$ cat config.mk
export PLATFORM = sky130hd
export DESIGN_NAME = topk_dispatch_flat
export DESIGN_NICKNAME = d
export VERILOG_FILES = /design/src/rtl/topk_dispatch_pkg.sv /design/src/rtl/topk_dispatch_if.sv /design/src/rtl/topk_sort_insert.sv /design/src/rtl/topk_dispatch.sv /design/src/flat_wrapper.sv
export SDC_FILE = /design/constraint.sdc
export NUM_CORES = 1
export LEC_CHECK = 0
export CELL_PAD_IN_SITES_DETAIL_PLACEMENT = 1
export CELL_PAD_IN_SITES_GLOBAL_PLACEMENT = 2
export CORE_MARGIN = 2
export CORE_UTILIZATION = 41
export CTS_CLUSTER_SIZE = 30
export DETAILED_ROUTE_END_ITERATION = 10
export PLACE_DENSITY_LB_ADDON = 0.05
export SLEW_MARGIN = 40
export SYNTH_ARGS = -nofsm -noshare
export SYNTH_HDL_FRONTEND = slang
export SYNTH_HIERARCHICAL = 1
export SYNTH_SLANG_ARGS = --single-unit
$ cat constraint.sdc
create_clock -name clk -period 4.78 [get_ports clk]
set_clock_uncertainty 0.05 [all_clocks]
set_input_delay 0.956 -clock clk [delete_from_list [all_inputs] [get_ports clk]]
set_output_delay 0.956 -clock clk [all_outputs]
set_load 0.02 [all_outputs]
$ cat src/rtl/topk_dispatch_pkg.sv
// Shared widths, FSM encoding and the sorted-entry record for the top-k receive path.
package topk_dispatch_pkg;

    localparam int K       = 8;
    localparam int SCORE_W = 16;
    localparam int ID_W    = 7;
    localparam int RANK_W  = 3;
    localparam int CNT_W   = $clog2(K + 1);
    localparam int SLOT_W  = $clog2(K);

    typedef enum logic [1:0] {
        S_IDLE     = 2'd0,
        S_COLLECT  = 2'd1,
        S_DISPATCH = 2'd2
    } state_e;

    typedef struct packed {
        logic [ID_W-1:0]    id;
        logic [SCORE_W-1:0] score;
    } entry_t;

endpackage

$ cat src/rtl/topk_dispatch_if.sv
// Selector-beat and dispatch handshake bundle; slave is the dispatcher's view.
interface topk_dispatch_if;
    import topk_dispatch_pkg::*;

    logic                topk_valid;
    logic [SCORE_W-1:0]  topk_score;
    logic [K*ID_W-1:0]   topk_id;
    logic                disp_valid;
    logic                disp_ready;
    logic [ID_W-1:0]     disp_id;
    logic [SCORE_W-1:0]  disp_score;
    logic [RANK_W-1:0]   disp_rank;
    logic                disp_done;

    modport master (
        output topk_valid, topk_score, topk_id, disp_ready,
        input  disp_valid, disp_id, disp_score, disp_rank, disp_done
    );

    modport slave (
        input  topk_valid, topk_score, topk_id, disp_ready,
        output disp_valid, disp_id, disp_score, disp_rank, disp_done
    );

endinterface

$ cat src/rtl/topk_sort_insert.sv
// One-step insertion into a descending sorted array; existing entries with an equal
// score stay ahead of the new one, which keeps earlier slots at lower rank.
module topk_sort_insert
    import topk_dispatch_pkg::*;
(
    input  entry_t [K-1:0]   cur_i,
    input  logic [CNT_W-1:0] cnt_i,
    input  entry_t           new_i,
    output entry_t [K-1:0]   nxt_o
);

    logic [K-1:0] keep;

    // keep[] is a true-prefix over the filled region, so the insert point is
    // simply the first position whose predecessor was kept.
    for (genvar i = 0; i < K; i++) begin : g_ent
        assign keep[i] = (CNT_W'(i) < cnt_i) && (cur_i[i].score >= new_i.score);
        if (i == 0) begin : g_head
            assign nxt_o[i] = keep[i] ? cur_i[i] : new_i;
        end else begin : g_body
            assign nxt_o[i] = keep[i]   ? cur_i[i] :
                              keep[i-1] ? new_i    : cur_i[i-1];
        end
    end

endmodule

$ cat src/rtl/topk_dispatch.sv
// Collects K score beats plus the id bus, sorts them on arrival, then dispatches
// the experts highest-score first over a valid/ready port.
module topk_dispatch
    import topk_dispatch_pkg::*;
#(
    parameter bit DROP_ZERO = 1'b1
) (
    input  logic             clk,
    input  logic             rst_n,
    topk_dispatch_if.slave   bus,
    output logic             busy,
    output logic             err_overrun,
    input  logic             err_clr
);

    state_e                   state_q, state_d;
    logic [CNT_W-1:0]         cnt_q, cnt_d;
    logic [RANK_W-1:0]        rank_q, rank_d;
    entry_t [K-1:0]           sorted_q, sorted_d;
    entry_t [K-1:0]           ins_nxt;
    logic [K-1:0][ID_W-1:0]   ids_q, ids_d;
    logic [K-1:0][ID_W-1:0]   ids_in;
    entry_t                   ins_new;
    entry_t                   out_q, out_d;
    entry_t                   nxt_ent;
    logic [RANK_W-1:0]        nxt_rank;
    logic                     last_ent;
    logic                     vld_q, vld_d;
    logic                     done_q, done_d;
    logic                     err_q, err_d;

    assign ids_in = bus.topk_id;

    // Beat 0 takes its id straight off the bus; later beats use the captured copy.
    always_comb begin
        ins_new.score = bus.topk_score;
        ins_new.id    = (state_q == S_IDLE) ? ids_in[0] : ids_q[cnt_q[SLOT_W-1:0]];
    end

    topk_sort_insert u_sort (
        .cur_i (sorted_q),
        .cnt_i (cnt_q),
        .new_i (ins_new),
        .nxt_o (ins_nxt)
    );

    assign nxt_rank = rank_q + RANK_W'(1);
    assign nxt_ent  = sorted_q[nxt_rank];
    assign last_ent = (rank_q == RANK_W'(K - 1)) || (DROP_ZERO && (nxt_ent.score == '0));

    always_comb begin
        state_d  = state_q;
        cnt_d    = cnt_q;
        rank_d   = rank_q;
        sorted_d = sorted_q;
        ids_d    = ids_q;
        out_d    = out_q;
        vld_d    = vld_q;
        done_d   = 1'b0;
        err_d    = err_q;

        if (err_clr)
            err_d = 1'b0;
        else if (state_q == S_DISPATCH && bus.topk_valid)
            err_d = 1'b1;

        case (state_q)
            S_IDLE: begin
                if (bus.topk_valid) begin
                    ids_d    = ids_in;
                    sorted_d = ins_nxt;
                    cnt_d    = CNT_W'(1);
                    state_d  = S_COLLECT;
                end
            end
            S_COLLECT: begin
                if (bus.topk_valid) begin
                    sorted_d = ins_nxt;
                    cnt_d    = cnt_q + CNT_W'(1);
                    if (cnt_q == CNT_W'(K - 1)) begin
                        // Preload rank 0 from the fresh array so it is visible next cycle.
                        state_d = S_DISPATCH;
                        cnt_d   = '0;
                        rank_d  = '0;
                        out_d   = ins_nxt[0];
                        vld_d   = !(DROP_ZERO && (ins_nxt[0].score == '0));
                    end
                end
            end
            S_DISPATCH: begin
                if (!vld_q) begin
                    done_d  = 1'b1;
                    state_d = S_IDLE;
                end else if (bus.disp_ready) begin
                    if (last_ent) begin
                        vld_d   = 1'b0;
                        done_d  = 1'b1;
                        state_d = S_IDLE;
                    end else begin
                        rank_d = nxt_rank;
                        out_d  = nxt_ent;
                    end
                end
            end
            default: state_d = S_IDLE;
        endcase
    end

    always_ff @(posedge clk or negedge rst_n) begin
        if (!rst_n) begin
            state_q  <= S_IDLE;
            cnt_q    <= '0;
            rank_q   <= '0;
            sorted_q <= '0;
            ids_q    <= '0;
            out_q    <= '0;
            vld_q    <= 1'b0;
            done_q   <= 1'b0;
            err_q    <= 1'b0;
        end else begin
            state_q  <= state_d;
            cnt_q    <= cnt_d;
            rank_q   <= rank_d;
            sorted_q <= sorted_d;
            ids_q    <= ids_d;
            out_q    <= out_d;
            vld_q    <= vld_d;
            done_q   <= done_d;
            err_q    <= err_d;
        end
    end

    assign bus.disp_valid = vld_q;
    assign bus.disp_id    = out_q.id;
    assign bus.disp_score = out_q.score;
    assign bus.disp_rank  = rank_q;
    assign bus.disp_done  = done_q;
    assign busy           = (state_q != S_IDLE);
    assign err_overrun    = err_q;

endmodule

$ cat src/flat_wrapper.sv
// flat-port wrapper written by rule: the top's interface ports become plain ports
module topk_dispatch_flat import topk_dispatch_pkg::*;
#(
    parameter bit DROP_ZERO = 1'b1
)
  (clk, rst_n, busy, err_overrun, err_clr, bus_topk_valid, bus_topk_score, bus_topk_id, bus_disp_ready, bus_disp_valid, bus_disp_id, bus_disp_score, bus_disp_rank, bus_disp_done);
  topk_dispatch_if bus_i ();
  input  logic clk;
  input  logic rst_n;
  output logic busy;
  output logic err_overrun;
  input  logic err_clr;
  input wire logic [$bits(bus_i.topk_valid)-1:0] bus_topk_valid;
  input wire logic [$bits(bus_i.topk_score)-1:0] bus_topk_score;
  input wire logic [$bits(bus_i.topk_id)-1:0] bus_topk_id;
  input wire logic [$bits(bus_i.disp_ready)-1:0] bus_disp_ready;
  output wire logic [$bits(bus_i.disp_valid)-1:0] bus_disp_valid;
  output wire logic [$bits(bus_i.disp_id)-1:0] bus_disp_id;
  output wire logic [$bits(bus_i.disp_score)-1:0] bus_disp_score;
  output wire logic [$bits(bus_i.disp_rank)-1:0] bus_disp_rank;
  output wire logic [$bits(bus_i.disp_done)-1:0] bus_disp_done;
  assign bus_i.topk_valid = bus_topk_valid;
  assign bus_i.topk_score = bus_topk_score;
  assign bus_i.topk_id = bus_topk_id;
  assign bus_i.disp_ready = bus_disp_ready;
  assign bus_disp_valid = bus_i.disp_valid;
  assign bus_disp_id = bus_i.disp_id;
  assign bus_disp_score = bus_i.disp_score;
  assign bus_disp_rank = bus_i.disp_rank;
  assign bus_disp_done = bus_i.disp_done;
  topk_dispatch #(.DROP_ZERO(DROP_ZERO)) u_core (.clk(clk), .rst_n(rst_n), .bus(bus_i), .busy(busy), .err_overrun(err_overrun), .err_clr(err_clr));
endmodule
==> summary.md <==
| Metric | Value |
|---|---|
| Area Growth Syn to Fin | 18.1% |
| Hold buffers post-CTS | 0 |
| DRC | 0 |
| Slew Limit Fails | 0 |
| Share of cells above drive strength 1 | 17.4% |
| Ports | 107 |
| Die width | 226 um |
| Most common cell in the synthesized netlist | nand2_1 |
| Crit Path Category | in2reg |
| Minimum clock period | 4.32 ns |
| Later-pin clock latency in the skew report | 0.56 ns |
| CTS Root Cell | clkbuf_16 |
| Core ar. | 48700 sq um |
| Distinct cells, synth | 63 |
| I/O Buffers | 106 |
| Leakage | 0.0108 uW |
| Total GRT Usage | 34.5% |
| Cell area power density | 799 nW/um^2 |
| Setup repair bufs after CTS | 0 |
| Fmax | 232 MHz |
| Setup slack after layout | 0.461 ns |
| Row cnt | 81 |
| Die height | 226 um |
| Synthesis Warnings | 6 |
| Area contributors post-synth | dfrtp_1, nand2_1, ha_1, mux4_2, mux2_2 |
| Syn Nets | 2543 |
| Clock Path Buffers | 3 |
| Crit Reg-Reg Endpoint | u_core/bus.disp_score[7] |
| FF-to-FF path depth | 10 |
| Largest net degree at the start of global routing | 112 |
| Vias per cell | 6.26 |
| Critical Path RT | 5.17 ns |
| First-pass GRT wire length | 130000 um |
| DRT Pass-1 Iters | 5 |
| 1st-iter DRT viols | 1941 |
| Worst-path clk slew | 0.06 ns |
| Crit-path max FO | 20 |
| Number of global-route vias before repair | 19700 |
| Post-Synthesis Cells | 2335 |
| Power Total | 19000 uW |
| Pre-CTS setup slack | -0.0971 ns |
| Post-synth top area share | 34.2% |
| Crit path launch | bus_topk_score[11] |
| Largest area contributor in the netlist | dfrtp_1 |
| Seq/Total Area, Yosys | 34.2% |
| Starting Density | 41.3% |
| Flops & latches, synth | 275 |
| Minimum setup slack among reg-to-reg paths | 0.66 ns |
| Antenna diodes | 0 |
| Total Neg Setup Slack | 0 ns |
| Worst min path class | in2async |
| PostCTS Resize Cnt | 0 |
| Part of the cycle the worst path needs | 90.3% |
| Antenna viol nets, final | 0 |
| Synth cell count leaders | nand2_1, dfrtp_1, o21ai_0 |
| Final-stage net count | 2644 |
| Initial antenna violation count | 3 |
| Overflow after GRT | 0 |
| Final setup viols | 0 |
| Mapped cell area | 20100 sq um |
| Routed WL | 87300 um |
| Slew @ Worst Pin | 0.862 ns |
| GPL Wtd Cong | 0.971 |
| Slew margin rel. | 42.5% |
| Synth Area per Inst | 8.62 sq um |
| Vias post-DR | 19600 |
| Crit path arrival time | 4.71 ns |
| Worst setup EP type | flip-flop |
| Die area | 50900 sq um |
| Max Cap Viol | 0 |
| VDD IR max | 0.000380 V |
| Status | completed |
| RSZ-0062 raised after global routing | no |
| Startpoint Class | primary input |
| Number of fillers in the final layout | 5589 |
| Hold Violations, Final | 0 |
| CTS buffer count | 36 |
| Avg WL per Cell | 28.0 um |
| RR Startpoint | u_core/bus.disp_rank[0] |
| EDFF count, synth | 0 |
| H-tree depth | 2 |
| Ys flop type | dfrtp_1 |
| Async set or reset register ratio after synthesis | 100% |
| Clock sinks | 275 |
| TritonCTS clock tree | built |
| Post-detail-place hpwl | 61100 um |
==> through the flow <==
stage               hold WS, ns  utilization (%)  std cells  cell area [sq um]
floorplan                 0.408                -       2335              20100
global placement          0.423             46.3       3060              22600
detailed placement        0.432             46.4       3061              22600
CTS                       0.431             48.7       3123              23800
global route              0.220             48.8       3124              23800
finish                    0.213             48.8       3124              23800
==> sequential cells by signal (all words and copies together) (netlist names) <==
signal / cells
u_core/err_overrun: 1
u_core/state_q: 2
u_core/ids_q: 56
u_core/bus.disp_done: 1
u_core/bus.disp_rank: 3
u_core/bus.disp_valid: 1
u_core/bus.disp_score: 16
u_core/sorted_q: 184
u_core/bus.disp_id: 7
u_core/cnt_q: 4
==> per-layer routing <==
metal	global-route usage, %	wire length, um	up-vias
met5	0	0	-
met4	11.9	3080	0
met3	5.75	7100	156
met2	51.4	37800	797
met1	50.5	39400	10000
li1	-	-	8588
==> power by group <==
| group | switching [uW] | internal (uW) |
|---|---|---|
| registers | 1480 | 3430 |
| clock network | 1130 | 1610 |
| logic | 6760 | 4610 |
| total | 9370 | 9640 |
==> how the worst max path moves through the flow <==
stage | end | slack, ns | cells after the start
2_1_floorplan | u_core/bus.disp_valid | 0.63 | 13
6_report | u_core/bus.disp_valid | 0.46 | 17
4_1_cts | u_core/bus.disp_valid | 0.50 | 17
3_3_place_gp | u_core/bus.disp_valid | 0.007 | 17
3_5_place_dp | u_core/bus.disp_valid | -0.1 | 17
5_1_grt | u_core/bus.disp_valid | 0.31 | 17
==> cells in the final DEF, fill, tap and decap left out, types with 4 or more instances in the layout <==
cell / count
ha_1: 130
or2_2: 4
buf_4: 139
mux2_2: 110
clkbuf_1: 11
a211o_1: 4
clkbuf_16: 37
a21oi_1: 92
mux2_4: 21
nor2b_1: 4
o211a_1: 4
o21a_1: 7
clkbuf_8: 5
buf_12: 13
clkdlybuf4s50_1: 105
a22o_1: 24
inv_1: 29
o21ai_0: 154
nand2b_1: 12
a2bb2oi_1: 46
dfrtp_1: 274
nor3_1: 79
a32oi_1: 24
nor2_1: 61
nand3_1: 105
mux4_2: 60
mux2i_1: 51
clkinv_2: 5
a211oi_1: 11
nand2_1: 652
a31oi_1: 99
a21o_1: 4
nand4_1: 18
==> kinds of logic after synthesis <==
kind of cell | synth area share, %
AO/OA/AOI/OAI | 15.7
adder cells (fa/ha/maj) | 8.14
buffers and inverters | 4.95
flip-flops | 34.2
multiplexers | 17.0
AND/OR/NAND/NOR | 20.0
==> cell type report <==
type	count	area, sq um	share of cell area [%]
Sequential cell	275	6890	29.0
Timing Repair Buffer	262	2450	10.3
Clock inverter	9	103	0.431
Multi-Input combinational cell	1831	12400	52.0
Inverter	30	113	0.473
Clock buffer	53	1040	4.36
Tap cell	664	831	3.49
==> critical path, stage by stage <==
cell             delay [ns]
clkdlybuf4s50_1        0.66
inv_1                  0.14
ha_1                   0.32
nand4_1                0.14
nor2_1                 0.08
o31ai_1                0.39
a31oi_4                0.22
buf_4                  0.19
buf_4                  0.24
nand2_1                0.10
o21ai_0                0.11
nor4_1                 0.33
nand3_1                0.13
nor3_1                 0.18
buf_4                  0.14
o22ai_1                0.07
a221o_1                0.29
No activity file was read; power rests on OpenSTA's default activity.
